[config.mk]
export PLATFORM = sky130hd
export DESIGN_NAME = gecko_fetch_flat
export DESIGN_NICKNAME = d
export VERILOG_FILES = /design/src/rtl/gecko_pkg.sv /design/src/rtl/std_mem_intf.sv /design/src/rtl/std_stream_intf.sv /design/src/rtl/std_flow.sv /design/src/rtl/std_register.sv /design/src/rtl/gecko_fetch.sv /design/src/flat_wrapper.sv
export SDC_FILE = /design/constraint.sdc
export NUM_CORES = 1
export LEC_CHECK = 0
export ABC_AREA = 1
export CORE_ASPECT_RATIO = 1.25
export CORE_UTILIZATION = 45
export CTS_CLUSTER_DIAMETER = 80
export DETAILED_ROUTE_END_ITERATION = 12
export PLACE_DENSITY = 0.75
export SLEW_MARGIN = 20
export SYNTH_ARGS = -nofsm -noshare
export SYNTH_HDL_FRONTEND = slang
export SYNTH_HIERARCHICAL = 1
export SYNTH_SLANG_ARGS = --single-unit
[constraint.sdc]
create_clock -name clk -period 2.8 [get_ports clk]
set_input_delay 0.56 -clock clk [delete_from_list [all_inputs] [get_ports clk]]
set_output_delay 0.56 -clock clk [all_outputs]
set_load 0.03 [all_outputs]
[src/rtl/gecko_pkg.sv]
// Shared gecko pipeline types: jump redirect command and the PC/epoch command
// passed from fetch to execute.
package gecko_pkg;

   localparam logic [31:0] PC_STEP = 32'd4;

   typedef struct packed {
      logic [31:0] jump_addr;
   } gecko_jump_command_t;

   typedef struct packed {
      logic [31:0] pc;
      logic        epoch;
   } gecko_pc_command_t;

   // Instruction addresses are always word aligned, whatever the producer sent.
   function automatic logic [31:0] word_align(input logic [31:0] addr);
      return addr & ~32'h3;
   endfunction

endpackage

[src/rtl/std_mem_intf.sv]
// Simple valid/ready memory request channel (request side only).
interface std_mem_intf #(
   parameter int DATA_WIDTH = 32,
   parameter int ADDR_WIDTH = 10
);
   logic                  valid;
   logic                  ready;
   logic                  read_enable;
   logic                  write_enable;
   logic [ADDR_WIDTH-1:0] addr;
   logic [DATA_WIDTH-1:0] data;

   modport out (output valid, read_enable, write_enable, addr, data, input ready);
   modport in  (input valid, read_enable, write_enable, addr, data, output ready);
endinterface

[src/rtl/std_stream_intf.sv]
// Generic valid/ready stream carrying one payload of type T per transfer.
interface std_stream_intf #(
   parameter type T = logic
);
   logic valid;
   logic ready;
   T     payload;

   modport out (output valid, payload, input ready);
   modport in  (input valid, payload, output ready);
endinterface

[src/rtl/std_flow.sv]
// Joins N input streams to M output streams: outputs are offered only when all
// inputs are valid, and a transfer fires only when every output is ready.
module std_flow #(
   parameter int NUM_INPUTS  = 0,
   parameter int NUM_OUTPUTS = 1
) (
   input  logic                                            enable,
   input  logic [((NUM_INPUTS > 0) ? NUM_INPUTS : 1)-1:0] input_valid,
   input  logic [NUM_OUTPUTS-1:0]                          output_ready,
   output logic [NUM_OUTPUTS-1:0]                          output_valid,
   output logic                                            fire
);
   logic inputs_valid;
   logic outputs_ready;

   // A producer with no inputs ties input_valid high.
   assign inputs_valid  = &input_valid;
   assign outputs_ready = &output_ready;
   assign output_valid  = {NUM_OUTPUTS{enable && inputs_valid}};
   assign fire          = enable && inputs_valid && outputs_ready;
endmodule

[src/rtl/std_register.sv]
// Plain state register with synchronous active-low reset.
module std_register #(
   parameter int               WIDTH       = 1,
   parameter logic [WIDTH-1:0] RESET_VALUE = '0
) (
   input  logic             clk,
   input  logic             rst,
   input  logic [WIDTH-1:0] next_value,
   output logic [WIDTH-1:0] value
);
   always_ff @(posedge clk) begin
      if (!rst) value <= RESET_VALUE;
      else      value <= next_value;
   end
endmodule

[src/rtl/gecko_fetch.sv]
// Gecko fetch stage: issues sequential PCs to instruction memory and execute,
// and redirects on jumps. Define GECKO_FETCH_JUMP_BYPASS_EN for zero-bubble jumps.
module gecko_fetch
   import gecko_pkg::*;
#(
   parameter logic [31:0] START_ADDR = 32'h0000_0000,
   parameter int          ADDR_WIDTH = 10
) (
   input  logic                clk,
   input  logic                rst,
   input  logic                jump_command_valid,
   input  gecko_jump_command_t jump_command_in,
   std_mem_intf.out            inst_request_out,
   std_stream_intf.out         pc_command_out
);

`ifdef GECKO_FETCH_JUMP_BYPASS_EN
   localparam logic BYPASS = 1'b1;
`else
   localparam logic BYPASS = 1'b0;
`endif

   typedef enum logic {
      FETCH_RESET = 1'b0,
      FETCH_RUN   = 1'b1
   } fetch_state_t;

   logic              state_bits;
   fetch_state_t      state;
   fetch_state_t      state_next;
   logic [31:0]       pc;
   logic [31:0]       pc_next;
   logic              epoch;
   logic              epoch_next;
   logic              pending_valid;
   logic              pending_valid_next;
   logic [31:0]       pending_addr;
   logic [31:0]       pending_addr_next;

   logic [31:0]       jump_addr;
   logic              bypass_now;
   logic              flow_enable;
   logic [1:0]        flow_valid;
   logic              fire;
   gecko_pc_command_t issue;

   std_register #(.WIDTH(1), .RESET_VALUE(FETCH_RESET)) state_reg (
      .clk(clk), .rst(rst), .next_value(state_next), .value(state_bits)
   );
   std_register #(.WIDTH(32), .RESET_VALUE(START_ADDR)) pc_reg (
      .clk(clk), .rst(rst), .next_value(pc_next), .value(pc)
   );
   std_register #(.WIDTH(1), .RESET_VALUE(1'b0)) epoch_reg (
      .clk(clk), .rst(rst), .next_value(epoch_next), .value(epoch)
   );
   std_register #(.WIDTH(1), .RESET_VALUE(1'b0)) pending_valid_reg (
      .clk(clk), .rst(rst), .next_value(pending_valid_next), .value(pending_valid)
   );
   std_register #(.WIDTH(32), .RESET_VALUE(32'h0)) pending_addr_reg (
      .clk(clk), .rst(rst), .next_value(pending_addr_next), .value(pending_addr)
   );

   assign state       = fetch_state_t'(state_bits);
   assign jump_addr   = word_align(jump_command_in.jump_addr);
   assign bypass_now  = BYPASS && (state == FETCH_RUN) && jump_command_valid;
   // The cycle that applies a registered redirect issues nothing.
   assign flow_enable = (state == FETCH_RUN) && !pending_valid;

   std_flow #(.NUM_INPUTS(0), .NUM_OUTPUTS(2)) flow (
      .enable      (flow_enable),
      .input_valid (1'b1),
      .output_ready({pc_command_out.ready, inst_request_out.ready}),
      .output_valid(flow_valid),
      .fire        (fire)
   );

   // Issued PC/epoch: the registered values, or the jump target when bypassing.
   always_comb begin
      issue.pc    = pc;
      issue.epoch = epoch;
      if (bypass_now) begin
         issue.pc    = jump_addr;
         issue.epoch = ~epoch;
      end
   end

   assign inst_request_out.valid        = flow_valid[0];
   assign inst_request_out.read_enable  = 1'b1;
   assign inst_request_out.write_enable = 1'b0;
   assign inst_request_out.data         = '0;
   assign inst_request_out.addr         = issue.pc[ADDR_WIDTH+1:2];

   assign pc_command_out.valid   = flow_valid[1];
   assign pc_command_out.payload = issue;

   // A jump arriving with a fire lets the old PC go out; its pc+4 is dropped
   // because the pending redirect overwrites pc on the following edge.
   always_comb begin
      state_next         = state;
      pc_next            = pc;
      epoch_next         = epoch;
      pending_valid_next = pending_valid;
      pending_addr_next  = pending_addr;
      case (state)
         FETCH_RESET: state_next = FETCH_RUN;
         FETCH_RUN: begin
            if (pending_valid) begin
               pc_next            = pending_addr;
               epoch_next         = ~epoch;
               pending_valid_next = 1'b0;
            end else if (bypass_now) begin
               pc_next    = fire ? jump_addr + PC_STEP : jump_addr;
               epoch_next = ~epoch;
            end else if (fire && !jump_command_valid) begin
               pc_next = pc + PC_STEP;
            end
            if (jump_command_valid) begin
               pending_addr_next  = jump_addr;
               pending_valid_next = !BYPASS;
            end
         end
         default: state_next = FETCH_RESET;
      endcase
   end

endmodule

[src/flat_wrapper.sv]
// flat-port wrapper written by rule: the top's interface ports become plain ports
module gecko_fetch_flat import gecko_pkg::*;
#(
   parameter logic [31:0] START_ADDR = 32'h0000_0000,
   parameter int          ADDR_WIDTH = 10
)
  (clk, rst, jump_command_valid, jump_command_in, inst_request_out_valid, inst_request_out_read_enable, inst_request_out_write_enable, inst_request_out_addr, inst_request_out_data, inst_request_out_ready, pc_command_out_valid, pc_command_out_payload, pc_command_out_ready);
  std_mem_intf #(.DATA_WIDTH(32), .ADDR_WIDTH(ADDR_WIDTH)) inst_request_out_i ();
  std_stream_intf #(.T(gecko_pc_command_t)) pc_command_out_i ();
  input  logic clk;
  input  logic rst;
  input  logic jump_command_valid;
  input  gecko_jump_command_t jump_command_in;
  output wire logic [$bits(inst_request_out_i.valid)-1:0] inst_request_out_valid;
  output wire logic [$bits(inst_request_out_i.read_enable)-1:0] inst_request_out_read_enable;
  output wire logic [$bits(inst_request_out_i.write_enable)-1:0] inst_request_out_write_enable;
  output wire logic [$bits(inst_request_out_i.addr)-1:0] inst_request_out_addr;
  output wire logic [$bits(inst_request_out_i.data)-1:0] inst_request_out_data;
  input wire logic [$bits(inst_request_out_i.ready)-1:0] inst_request_out_ready;
  output wire logic [$bits(pc_command_out_i.valid)-1:0] pc_command_out_valid;
  output wire logic [$bits(pc_command_out_i.payload)-1:0] pc_command_out_payload;
  input wire logic [$bits(pc_command_out_i.ready)-1:0] pc_command_out_ready;
  assign inst_request_out_valid = inst_request_out_i.valid;
  assign inst_request_out_read_enable = inst_request_out_i.read_enable;
  assign inst_request_out_write_enable = inst_request_out_i.write_enable;
  assign inst_request_out_addr = inst_request_out_i.addr;
  assign inst_request_out_data = inst_request_out_i.data;
  assign inst_request_out_i.ready = inst_request_out_ready;
  assign pc_command_out_valid = pc_command_out_i.valid;
  assign pc_command_out_payload = pc_command_out_i.payload;
  assign pc_command_out_i.ready = pc_command_out_ready;
  gecko_fetch #(.START_ADDR(START_ADDR), .ADDR_WIDTH(ADDR_WIDTH)) u_core (.clk(clk), .rst(rst), .jump_command_valid(jump_command_valid), .jump_command_in(jump_command_in), .inst_request_out(inst_request_out_i), .pc_command_out(pc_command_out_i));
endmodule
Yosys cells after proc, flatten, opt, wreduce, memory -nomap -nowiden:

Cells that the tools add are included.

* word-level logic and storage cells: 21
* output and inout bits: 79
* input bits: 37
* register bits after elaboration: 65

* mux-type cells: 4
* reductions and logical operators: 10
* add/sub/neg operators: 1
* bitwise gates (word level): 1

Operators with widths (number)
* 2-to-1 mux 32 bit: 2
* adder 32 x 3 -> 32 bit, second input constant: 1
* AND reduction 2 bit: 4
* logical AND 1 bit: 3
* logical NOT 1 bit: 2
* 2-to-1 mux 1 bit: 2
* nonzero test 2 bit: 1
* NOT 1 bit: 1

Depth between registers and ports, before layout:

Gate-level depths: netlist of run 1.

* depth in word-level cells: 6
* mapped depth: 17
* mapped depth without buffers: 15

Cells and area by module:

The synthesis of run 1 kept the hierarchy.

Modules (own cells, without submodules)
* gecko_fetch: cells each 465, sequential area each 0.0 µm², area an instance 2297.2 µm², instances 1
* std_register at u_core.pc_reg ...: cells each 99, sequential area each 640.6 µm², area an instance 914.6 µm², instances 2
* std_register at u_core.epoch_reg ...: cells each 3, sequential area each 20.0 µm², area an instance 27.5 µm², instances 3
* std_flow: cells each 5, sequential area each 0.0 µm², area an instance 22.5 µm², instances 1

Worst setup path after synthesis of run 1:

OpenSTA, ideal clock, no wires.

* path type: flip-flop to flip-flop
* from: register u_core.state_reg.value
* to: register u_core.pc_reg.value[27]
* clock period less this slack: 2019 ps
* setup slack: 781 ps
* path buffers: 2
* arrival time: 1910 ps
* stages on the path, launching flop included: 18
* library setup time: 109 ps
* data required time: 2691 ps
* path through: dfxtp_1 > buf_2 > inv_1 > nor2_4 > clkbuf_8 > nand2_1 > nor2_1 > inv_1 > nor2_4 > nand3_1 > nor2_1 > nand4_1 > nand2_1 > nand2_1 > nand2_1 > nand2_1 > nand2_1 > inv_1

* cells in the longest elaborated chain, start to end: 5

RTL lines
* start, declared: line std_register.sv:9 `output logic [WIDTH-1:0] value`
* start signal, assigned: line std_register.sv:13 `else value <= next_value;`
* logical AND 1 bit: line gecko_fetch.sv:67 `assign flow_enable = (state == FETCH_RUN) && !pending_valid;`
* via u_core.flow_enable: line gecko_fetch.sv:42 `logic flow_enable;`
* logical AND 1 bit: line std_flow.sv:20 `assign fire = enable && inputs_valid && outputs_ready;`
* via u_core.fire: line gecko_fetch.sv:44 `logic fire;`
* logical AND 1 bit: line gecko_fetch.sv:114 `end else if (fire && !jump_command_valid) begin`
* nonzero test 2 bit (no source line)
* AND reduction 2 bit (no source line)
* end signal, assigned: line std_register.sv:13
* end, declared: line std_register.sv:9

The timed path passes the listed nets, and every way through them passes these cells.
A chain may end at the register's enable or synchronous reset.

Worst setup path after layout of run 1:

* from: register u_core.pc_reg.value[15]
* to: output pc_command_out_payload[16]

RTL lines
* end, declared: line flat_wrapper.sv:21 `output wire logic [$bits(pc_command_out_i.payload)-1:0] pc_command_out_payload;`

No word-level cell between the ends.

==> results.sh, run 1 <==
export IMPL_post_cts_buffers=0
export IMPL_critPathMaxStageDelay_ps=740
export IMPL_reg2reg_depth=13
export IMPL_whs_ps=526
export IMPL_area_delta_synth_final_pct=23.1
export IMPL_period_needed_ps=2160
export IMPL_fin_setup_tns_ps=0
export IMPL_crit_slowest_cell="clkdlybuf4s50_1"
export IMPL_drt_iter0_drc=199
export IMPL_antenna_found_initial=0
export IMPL_vdd_drop_max_mv=0.339
export IMPL_place_congestion=0.874
export IMPL_rsz0062_at_grt="no"
export IMPL_power_leakage_nw=2.58
export IMPL_dieArea_um2=9800
export IMPL_maxCapViolations=0
export IMPL_wl_per_cell_um=11.7
export IMPL_n_fill_cell=887
export IMPL_muxShareOfSynthArea=0
export IMPL_ys_seq_elements=67
export IMPL_post_cts_resized=0
export IMPL_period_share=0.772
export IMPL_port_buffers=79
export IMPL_synthAdderAreaFrac=0.00296
export IMPL_grtUsageTotal=0.219
export IMPL_clkSinkCount=67
export IMPL_cp_num_buf_inv=1
export IMPL_num_rows=39
export IMPL_crit_cells=1
export IMPL_hp_class="reg2reg"
export IMPL_core_um2=9130
export IMPL_grt_pass1_wl_um=16700
export IMPL_cts_buffer_depth=2
export IMPL_place_area_um2=4880
export IMPL_clk_latency_ps=330
export IMPL_r2r_start="u_core/pending_valid_reg/value"
export IMPL_synthesis_area_um2=4230
export IMPL_r2r_end="u_core/pc_reg/value[27]"
export IMPL_crit_required_ps=2240
export IMPL_p_per_area_nw_per_um2=470
export IMPL_cp_start_kind="flip-flop"
export IMPL_grt_pass1_vias=3663
export IMPL_cts_tree="built"
export IMPL_worstSetupEndpoint="pc_command_out_payload[16]"
export IMPL_clock_root_buffer="clkbuf_16"
export IMPL_htreeDepth=3
export IMPL_routed_via_count=4082
export IMPL_drive_gt1_frac=0.0642
export IMPL_yosysWarnings=6
export IMPL_cts_buffers=9
export IMPL_synth_compound_area_frac=0.0993
export IMPL_hpwlAfterDp_um=7210
export IMPL_die_width_um=88.7
export IMPL_tightestPinTransition_ps=563
export IMPL_synthXorXnorAreaFrac=0.0207
export IMPL_hold_viol=0
export IMPL_ys_types=30
export IMPL_start_util=0.464
export IMPL_nets=781
export IMPL_drc=0
export IMPL_ios=116
export IMPL_max_freq_mhz=462
export IMPL_n_antenna_cell=0
export IMPL_clock_skew_ps=8.65
export IMPL_r2r_slack_ps=800
export IMPL_synthSimpleGateAreaFrac=0.315
export IMPL_worst_setup_path_type="reg2out"
export IMPL_grt_start_max_net_pins=51
export IMPL_cpLargestDelayFamily="buffers and inverters"
export IMPL_syn_inst=677
export IMPL_antenna_left=0
export IMPL_path_cells="clkdlybuf4s50_1"
export IMPL_arrival_ps=1600
export IMPL_fp_dieH_um=110
export IMPL_cts_hold_buffers=0
export IMPL_critPathMaxFanout=7
export IMPL_viasPerCell=4.69
export IMPL_crit_start="u_core/pc_reg/value[15]"
export IMPL_critPathCaptureType="output pin"
export IMPL_yosysSeqAreaShare=0.317
export IMPL_setup_viol=0
export IMPL_synth_area_per_cell_um2=6.25
export IMPL_grt_ovfl_total=0
export IMPL_clk_pin_slew_ps=60
export IMPL_slew_headroom=0.624
export IMPL_routed_wl_um=10200
export IMPL_synth_top_family_by_area="simple AND/OR/NAND/NOR gates"
export IMPL_finalMaxSlewViolations=0
export IMPL_design_area_um2=5210
export IMPL_outcome="complete, no violations"
export IMPL_first_pass_iters=5
[flip-flops by register name, summed over array words and instances (netlist names)]
signal,count
u_core/pc_reg/value,32
u_core/pending_addr_reg/value,32
u_core/epoch_reg/value,1
u_core/pending_valid_reg/value,1
u_core/state_reg/value,1
[worst min-delay path by stage]
stage | start | end | slack [ps] | cells past startpoint
CTS | u_core/pending_addr_reg/value[1] | u_core/pending_addr_reg/value[1] | 530 | 4
global route | u_core/pending_addr_reg/value[1] | u_core/pending_addr_reg/value[1] | 580 | 4
global placement | u_core/pending_addr_reg/value[1] | u_core/pending_addr_reg/value[1] | 500 | 4
floorplan | u_core/pending_addr_reg/value[0] | u_core/pending_addr_reg/value[0] | 490 | 4
finish | u_core/pending_addr_reg/value[0] | u_core/pending_addr_reg/value[0] | 530 | 4
detailed placement | u_core/pending_addr_reg/value[1] | u_core/pending_addr_reg/value[1] | 520 | 4
[per-layer routing]
layer / wire length [µm] / track usage
met1: 4130 / 0.261
met2: 5170 / 0.384
met3: 706 / 0.0419
met4: 159 / 0.0742
met5: 0 / 0
[cells in the final DEF, fill, tap and decap left out, types with 9 or more instances in the layout]
cell type / instances
inv_1: 143
dfxtp_1: 67
conb_1: 36
clkdlybuf4s50_1: 76
o22ai_1: 13
clkbuf_16: 9
o21bai_1: 10
nand3_1: 43
nand2_1: 205
nor2_1: 34
o21ai_0: 35
[report_power, final]
part | switching [W] | internal (W) | total (W)
Combinational | 0.000156 | 0.0000786 | 0.000234
Clock | 0.000426 | 0.000803 | 0.00123
Sequential | 0.0000104 | 0.000972 | 0.000982
Total | 0.000592 | 0.00185 | 0.00245
[final cells by class]
type	count	area [µm²]	area share
Clock inverter	6	88.8	0.0171
Inverter	146	548	0.105
Multi-Input combinational cell	433	1990	0.382
Sequential cell	67	1340	0.258
Clock buffer	10	239	0.0459
Tap cell	123	154	0.0296
Timing Repair Buffer	86	846	0.162
[cells in the mapped netlist]
cell | number | area (µm²)
a21oi_1 | 6 | 30.0
buf_2 | 6 | 30.0
o21ai_0 | 35 | 175
o21bai_2 | 1 | 11.3
o21bai_1 | 10 | 75.1
inv_1 | 143 | 537
nand2_1 | 205 | 769
o221ai_1 | 2 | 17.5
nand3_1 | 43 | 215
conb_1 | 2 | 7.51
clkbuf_8 | 1 | 13.8
xor2_1 | 8 | 70.1
o211ai_1 | 2 | 15.0
nand4_1 | 6 | 37.5
clkinv_1 | 2 | 7.51
ha_1 | 1 | 12.5
nor3_1 | 6 | 30.0
dfxtp_1 | 67 | 1340
o21ai_1 | 3 | 15.0
nor2_2 | 8 | 50.1
o22ai_1 | 13 | 81.3
nor2_4 | 5 | 56.3
nand2_4 | 1 | 11.3
xnor2_1 | 2 | 17.5
nand2_2 | 6 | 37.5
inv_2 | 1 | 3.75
clkbuf_1 | 6 | 22.5
buf_6 | 6 | 67.6
buf_4 | 46 | 345
nor2_1 | 34 | 128
[kinds of logic after synthesis]
logic type                 after synthesis
adders and majority gates                1
DFF                                     67
other                                    2
AOI/OAI and AO/OA                       72
buffers and inverters                  211
and+or+nand+nor                        314
xor gates and xnor gates                10
[through the flow]
stage               instances  worst slack [ps]  power [W]   util
floorplan                 711               781    0.00120      -
global placement          855               401    0.00123  0.535
detailed placement        855               382    0.00124  0.535
CTS                       871               627    0.00245  0.571
global route              871               474    0.00253  0.571
finish                    871               638    0.00245  0.571
No activity file was read; power rests on OpenSTA's default activity.
==> run 2: changes to the inputs <==
==> constraint.sdc (replaced) <==
create_clock -name clk -period 2.1 [get_ports clk]
set_input_delay 0.42 -clock clk [delete_from_list [all_inputs] [get_ports clk]]
set_output_delay 0.42 -clock clk [all_outputs]
set_load 0.03 [all_outputs]
==> run 2 against run 1 <==
  * Clock power increased by 30%
  * Setup slack worse by 550 ps
  * Critical path depth stayed put
  * Clock skew shrank 4.0 ps
  * Design area is 1.6% higher
  * Clock-buffer cell count unchanged
  * Combinational power rose by 36%
  * Wire length fell by 0.69%
  * Largest power group unchanged
==> results.sh, run 2 (synthesis results as in run 1) <==
export IMPL_power_total_w=0.00323
export IMPL_cp_start_kind="flip-flop"
export IMPL_drt_iter0_drc=240
export IMPL_place_congestion=0.890
export IMPL_first_pass_iters=5
export IMPL_n_antenna_cell=0
export IMPL_drc=0
export IMPL_htreeDepth=3
export IMPL_final_cell_mix="nand2_1 (205), inv_1 (143), clkdlybuf4s50_1 (76)"
export IMPL_finalMaxSlewViolations=0
export IMPL_core_um2=9130
export IMPL_cpLargestDelayFamily="buffers and inverters"
export IMPL_reg_top3="u_core/pc_reg/value (32), u_core/pending_addr_reg/value (32)"
export IMPL_power_leakage_nw=2.63
export IMPL_grt_ovfl_total=0
export IMPL_antenna_left=0
export IMPL_hold_viol=0
export IMPL_ios=116
export IMPL_wl_met1_um=4210
export IMPL_area_delta_synth_final_pct=25.0
export IMPL_cp_num_buf_inv=1
export IMPL_num_rows=39
export IMPL_cts_buffers=9
export IMPL_rsz0062_at_grt="no"
export IMPL_antenna_found_initial=0
export IMPL_grtUsageTotal=0.214
export IMPL_grt_pass1_vias=3670
export IMPL_viasPerCell=4.60
export IMPL_n_fill_cell=878
export IMPL_clkSinkCount=67
export IMPL_grt_pass1_wl_um=16500
export IMPL_cts_buffer_depth=2
export IMPL_drive_gt1_frac=0.0779
export IMPL_path_cells="clkdlybuf4s50_1"
export IMPL_critPathMaxFanout=7
export IMPL_critPathCaptureType="output pin"
export IMPL_critPathMaxStageDelay_ps=740
export IMPL_crit_slowest_cell="clkdlybuf4s50_1"
export IMPL_vdd_drop_max_mv=0.458
export IMPL_routed_wl_um=10100
export IMPL_fp_dieH_um=110
export IMPL_routed_via_count=4052
export IMPL_port_buffers=79
export IMPL_cts_tree="built"
export IMPL_post_cts_buffers=0
export IMPL_nets=791
export IMPL_die_width_um=88.7
export IMPL_hpwlAfterDp_um=7400
export IMPL_dieArea_um2=9800
export IMPL_grt_start_max_net_pins=43
export IMPL_layout_commonest_cell="nand2_1"
export IMPL_top_layer="met4"
export IMPL_clk_latency_ps=330
export IMPL_final_cells=880
export IMPL_clk_pin_slew_ps=50
export IMPL_maxCapViolations=0
export IMPL_fin_ws_ps=90.3
export IMPL_wl_met2_um=5230
export IMPL_met3_length_um=520
export IMPL_setup_viol=0
export IMPL_period_share=0.957
export IMPL_period_needed_ps=2010
export IMPL_p_per_area_nw_per_um2=610
export IMPL_cts_hold_buffers=0
export IMPL_wl_per_cell_um=11.5
export IMPL_detailedPlace_worstSlack_ps=-163
export IMPL_crit_required_ps=1680
export IMPL_hp_class="reg2reg"
export IMPL_place_inst=865
export IMPL_max_freq_mhz=498
export IMPL_start_util=0.464
export IMPL_clock_root_buffer="clkbuf_16"
export IMPL_worst_setup_path_type="reg2out"
export IMPL_outcome="complete, no violations"
export IMPL_post_cts_resized=0
export IMPL_arrival_ps=1590
export IMPL_clock_skew_ps=4.68
-- run 2: power breakdown --
part | internal (W) | switching, W
clock network | 0.00106 | 0.000538
registers | 0.00130 | 0.0000137
logic | 0.000110 | 0.000208
total | 0.00247 | 0.000759
-- run 2: stage by stage --
step | TNS, ps | utilization | instance area, µm² | hold WS (ps)
2_1_floorplan | 0 | - | 4360 | 486
3_3_place_gp | -642 | 0.544 | 4970 | 495
3_5_place_dp | -1030 | 0.544 | 4970 | 517
4_1_cts | 0 | 0.579 | 5280 | 526
5_1_grt | 0 | 0.580 | 5290 | 559
6_report | 0 | 0.580 | 5290 | 528
-- run 2: layer usage --
| layer | GRT usage | up-vias |
|---|---|---|
| met4 | 0.0720 | 0 |
| met3 | 0.0396 | 12 |
| met5 | 0 | - |
| met2 | 0.384 | 126 |
| met1 | 0.249 | 1815 |
| li1 | - | 2099 |
-- run 2: cell type report --
cell class / count / area [µm²] / share of cell area
multi-input combinational: 433 / 2000 / 0.378
sequential: 67 / 1340 / 0.253
timing repair buffer: 96 / 933 / 0.176
inverter: 146 / 548 / 0.104
clock buffer: 10 / 239 / 0.0452
tap: 123 / 154 / 0.0291
clock inverter: 5 / 77.6 / 0.0147
-- run 2: worst min-delay path, stage by stage, from the launching register on --
cell and delay (ps):
dfxtp_1 300, inv_1 60, nor2_1 50, nand2_1 60
inv_1 30
-- run 2: path summary, 6_finish.rpt --
kind	depth (start not counted)	endpoint	startpoint	slack [ps]
setup reg to reg	11	u_core/pc_reg/value[13]	u_core/pending_valid_reg/value	200
hold / removal	4	u_core/pending_addr_reg/value[1]	u_core/pending_addr_reg/value[1]	530
setup / recovery	1	pc_command_out_payload[16]	u_core/pc_reg/value[15]	90
hold reg to reg	4	u_core/pending_addr_reg/value[1]	u_core/pending_addr_reg/value[1]	530
==> edit, RTL diff (flow settings as in run 1) <==
Make the reset (`rst`) asynchronous in one clocked block. Comments in the files are not updated.
--- a/src/rtl/std_register.sv
+++ b/src/rtl/std_register.sv
@@ -9,5 +9,5 @@
    output logic [WIDTH-1:0] value
 );
-   always_ff @(posedge clk) begin
+   always_ff @(posedge clk or negedge rst) begin
       if (!rst) value <= RESET_VALUE;
       else      value <= next_value;
Check against the original RTL: differs if rst is asserted again (counterexample within 4 cycles, from zero or initial values and one cycle with rst low); with rst held inactive, the same outputs for 10 cycles.
==> edit against run 1 <==
Non-clock buffer count unchanged. Routed wire length down 5.6%. Setup slack better by 10 ps. Synthesized area down 5.6%. Cell area down 5.9%. Critical path depth unchanged. Sequential cell count unchanged.
Power is not compared: it rests on default switching activity, and its combinational part moved more than twofold at a synthesized area within 25%.
==> edit: results (changes against run 1) <==
Ranked by instance count, the synthesized netlist is headed by 138 x nand2_1, 76 x inv_1, 67 x dfrtp_1. The flow ran to the end, and the final reports show no timing, DRC or antenna violations. The run gives 53.95% (-8.4 points) as the worst-case headroom to the max-slew limit. The register-to-register setup slack is 720 ps (-80 ps), and the fraction of synthesized cell area in xor and xnor cells is 2.192% (+0.12 points). The final HPWL from detailed placement came out at 6.985 mm (-3.1%).

The vias per cell came out at 4.866 (+3.8%). The DRC violation total after the first TritonRoute iteration was 248 (+25%); the number of nets in the finished design was 647 (-17%). The tools report the post-CTS setup-driven buffer insertion count as 0 (unchanged). Port buffer count: 79 (unchanged). The detailed-route wire length on metal 1 came out at 3.866 mm (-6.5%). The fraction of registers with async set/reset works out to 100.0% (+100 points). Clock-pin slew was measured on the worst setup and hold paths at 70 ps.

For the post-synthesis sequential area ratio, the log shows 41.95% (+10 points). Yosys attributes the largest share of cell area to dfrtp_1 42%, nand2_1 13%, buf_4 8.6%. The largest net degree at the start of global routing is 41 (-20%). The logs give 0.9444 (+8.1%) for the final estimated routing congestion in global placement and 22.28% (+0.35 points) for the overall routing resource usage. Average wire per cell in the routed design: 13.10 um (+12%).

Highest net fanout along the worst path: 7 (unchanged). The clock latency of the later-clocked register in the worst-skew pair came out at 350 ps (+20 ps). The first-pass GRT wire length is 15.82 mm (-5.3%), and the delay of the slowest critical-path stage is 740 ps (about the same). The path category of the worst min-delay check was in -> async.

The number of buffers created by CTS was 9 (unchanged). For the post-synthesis cell type count, the log shows 29 (-3.3%). The logs give 8.557 ps (-0.09301 ps) for the clock tree skew after final layout and 829 (-6.5%) for the number of fill cells in the layout. The ratio of cells with drive above 1 in the final layout works out to 7.341% (+0.92 points).

The total iterations of the first detailed-routing run is 5 (unchanged). For this design, the slowest cell found on the critical path is clkdlybuf4s50_1. The tools report the worst-case vdd ir drop as 0.0003296 V. STA puts the critical path data arrival time at 1590 ps. The tools report the wire length on met3 as 541 um (-23%).

The met2 layer wire length in the routed design came out at 4.894 mm (-5.4%). The master cell of the clock root buffer was clkbuf_8. The compound-cell area share of the yosys netlist is 10.52% (+0.58 points), and the via count of the first global-routing pass is 3429 (-6.4%). The adder and majority cell fraction of the synthesized area is 0.3131% (+0.017 points), and the multiplexer share of the synthesized area is 0% (unchanged).
[edit: cell types whose count changed after synthesis, sizes merged]
cell   delta
buf       -6
dfrtp    +67
dfxtp    -67
inv      -67
nand2    -67
[edit: metal layers]
metal | up-vias | track usage, %
met4 | 0 | 13.21
met3 | 27 | 4.294
met2 | 150 | 39.23
li1 | 1748 | -
met1 | 1642 | 24.67
met5 | - | 0
[edit: cell families after synthesis]
kind of cell	Yosys count
adder cells (fa/ha/maj)	1
XOR/XNOR	10
AO/OA/AOI/OAI	72
AND/OR/NAND/NOR	247
other	2
flip-flops	67
buffers and inverters	138
[edit: through the flow]
stage / cell area, um^2 / instances / setup slack, ps / hold WS, ps
floorplan: 4124 / 571 / 838.1 / 264.4
global placement: 4708 / 718 / 488.9 / 462.5
detailed placement: 4708 / 718 / 448.7 / 466.8
CTS: 4902 / 733 / 627.9 / 246.1
global route: 4902 / 733 / 553.9 / 273.5
finish: 4902 / 733 / 647.8 / 239.8
[edit: power breakdown]
part	switching, mW	total (mW)	internal, mW	leakage (nW)
Clock	0.350	0.804	0.454	0.0995
Sequential	0.185	1.30	1.12	0.836
Combinational	0.639	1.04	0.401	1.34
Total	1.17	3.15	1.97	2.27
[edit: layout make-up]
cell class / count / area, um^2 / area share (%)
clock buffers: 13 / 158.9 / 3.241
clock inverters: 2 / 35.03 / 0.7147
inverters: 79 / 296.5 / 6.049
multi-input cells: 366 / 1739 / 35.48
flip-flops and latches: 67 / 1677 / 34.20
well taps: 120 / 150.1 / 3.063
repair buffers: 86 / 845.8 / 17.25
[edit: final timing paths]
check                                                            from                                    endpoint  cells past startpoint
hold reg to reg            u_core/pending_addr_reg/value[4]$_DFF_PN0_  u_core/pending_addr_reg/value[4]$_DFF_PN0_                      2
min in group clk           u_core/pending_addr_reg/value[4]$_DFF_PN0_  u_core/pending_addr_reg/value[4]$_DFF_PN0_                      2
hold / removal                                                    rst           u_core/pc_reg/value[27]$_DFF_PN0_                      1
max in group asynchronous                                         rst            u_core/pc_reg/value[6]$_DFF_PN0_                      2
setup / recovery                    u_core/pc_reg/value[15]$_DFF_PN0_                  pc_command_out_payload[16]                      1
setup reg to reg                     u_core/state_reg/value$_DFF_PN0_           u_core/pc_reg/value[14]$_DFF_PN0_                     10
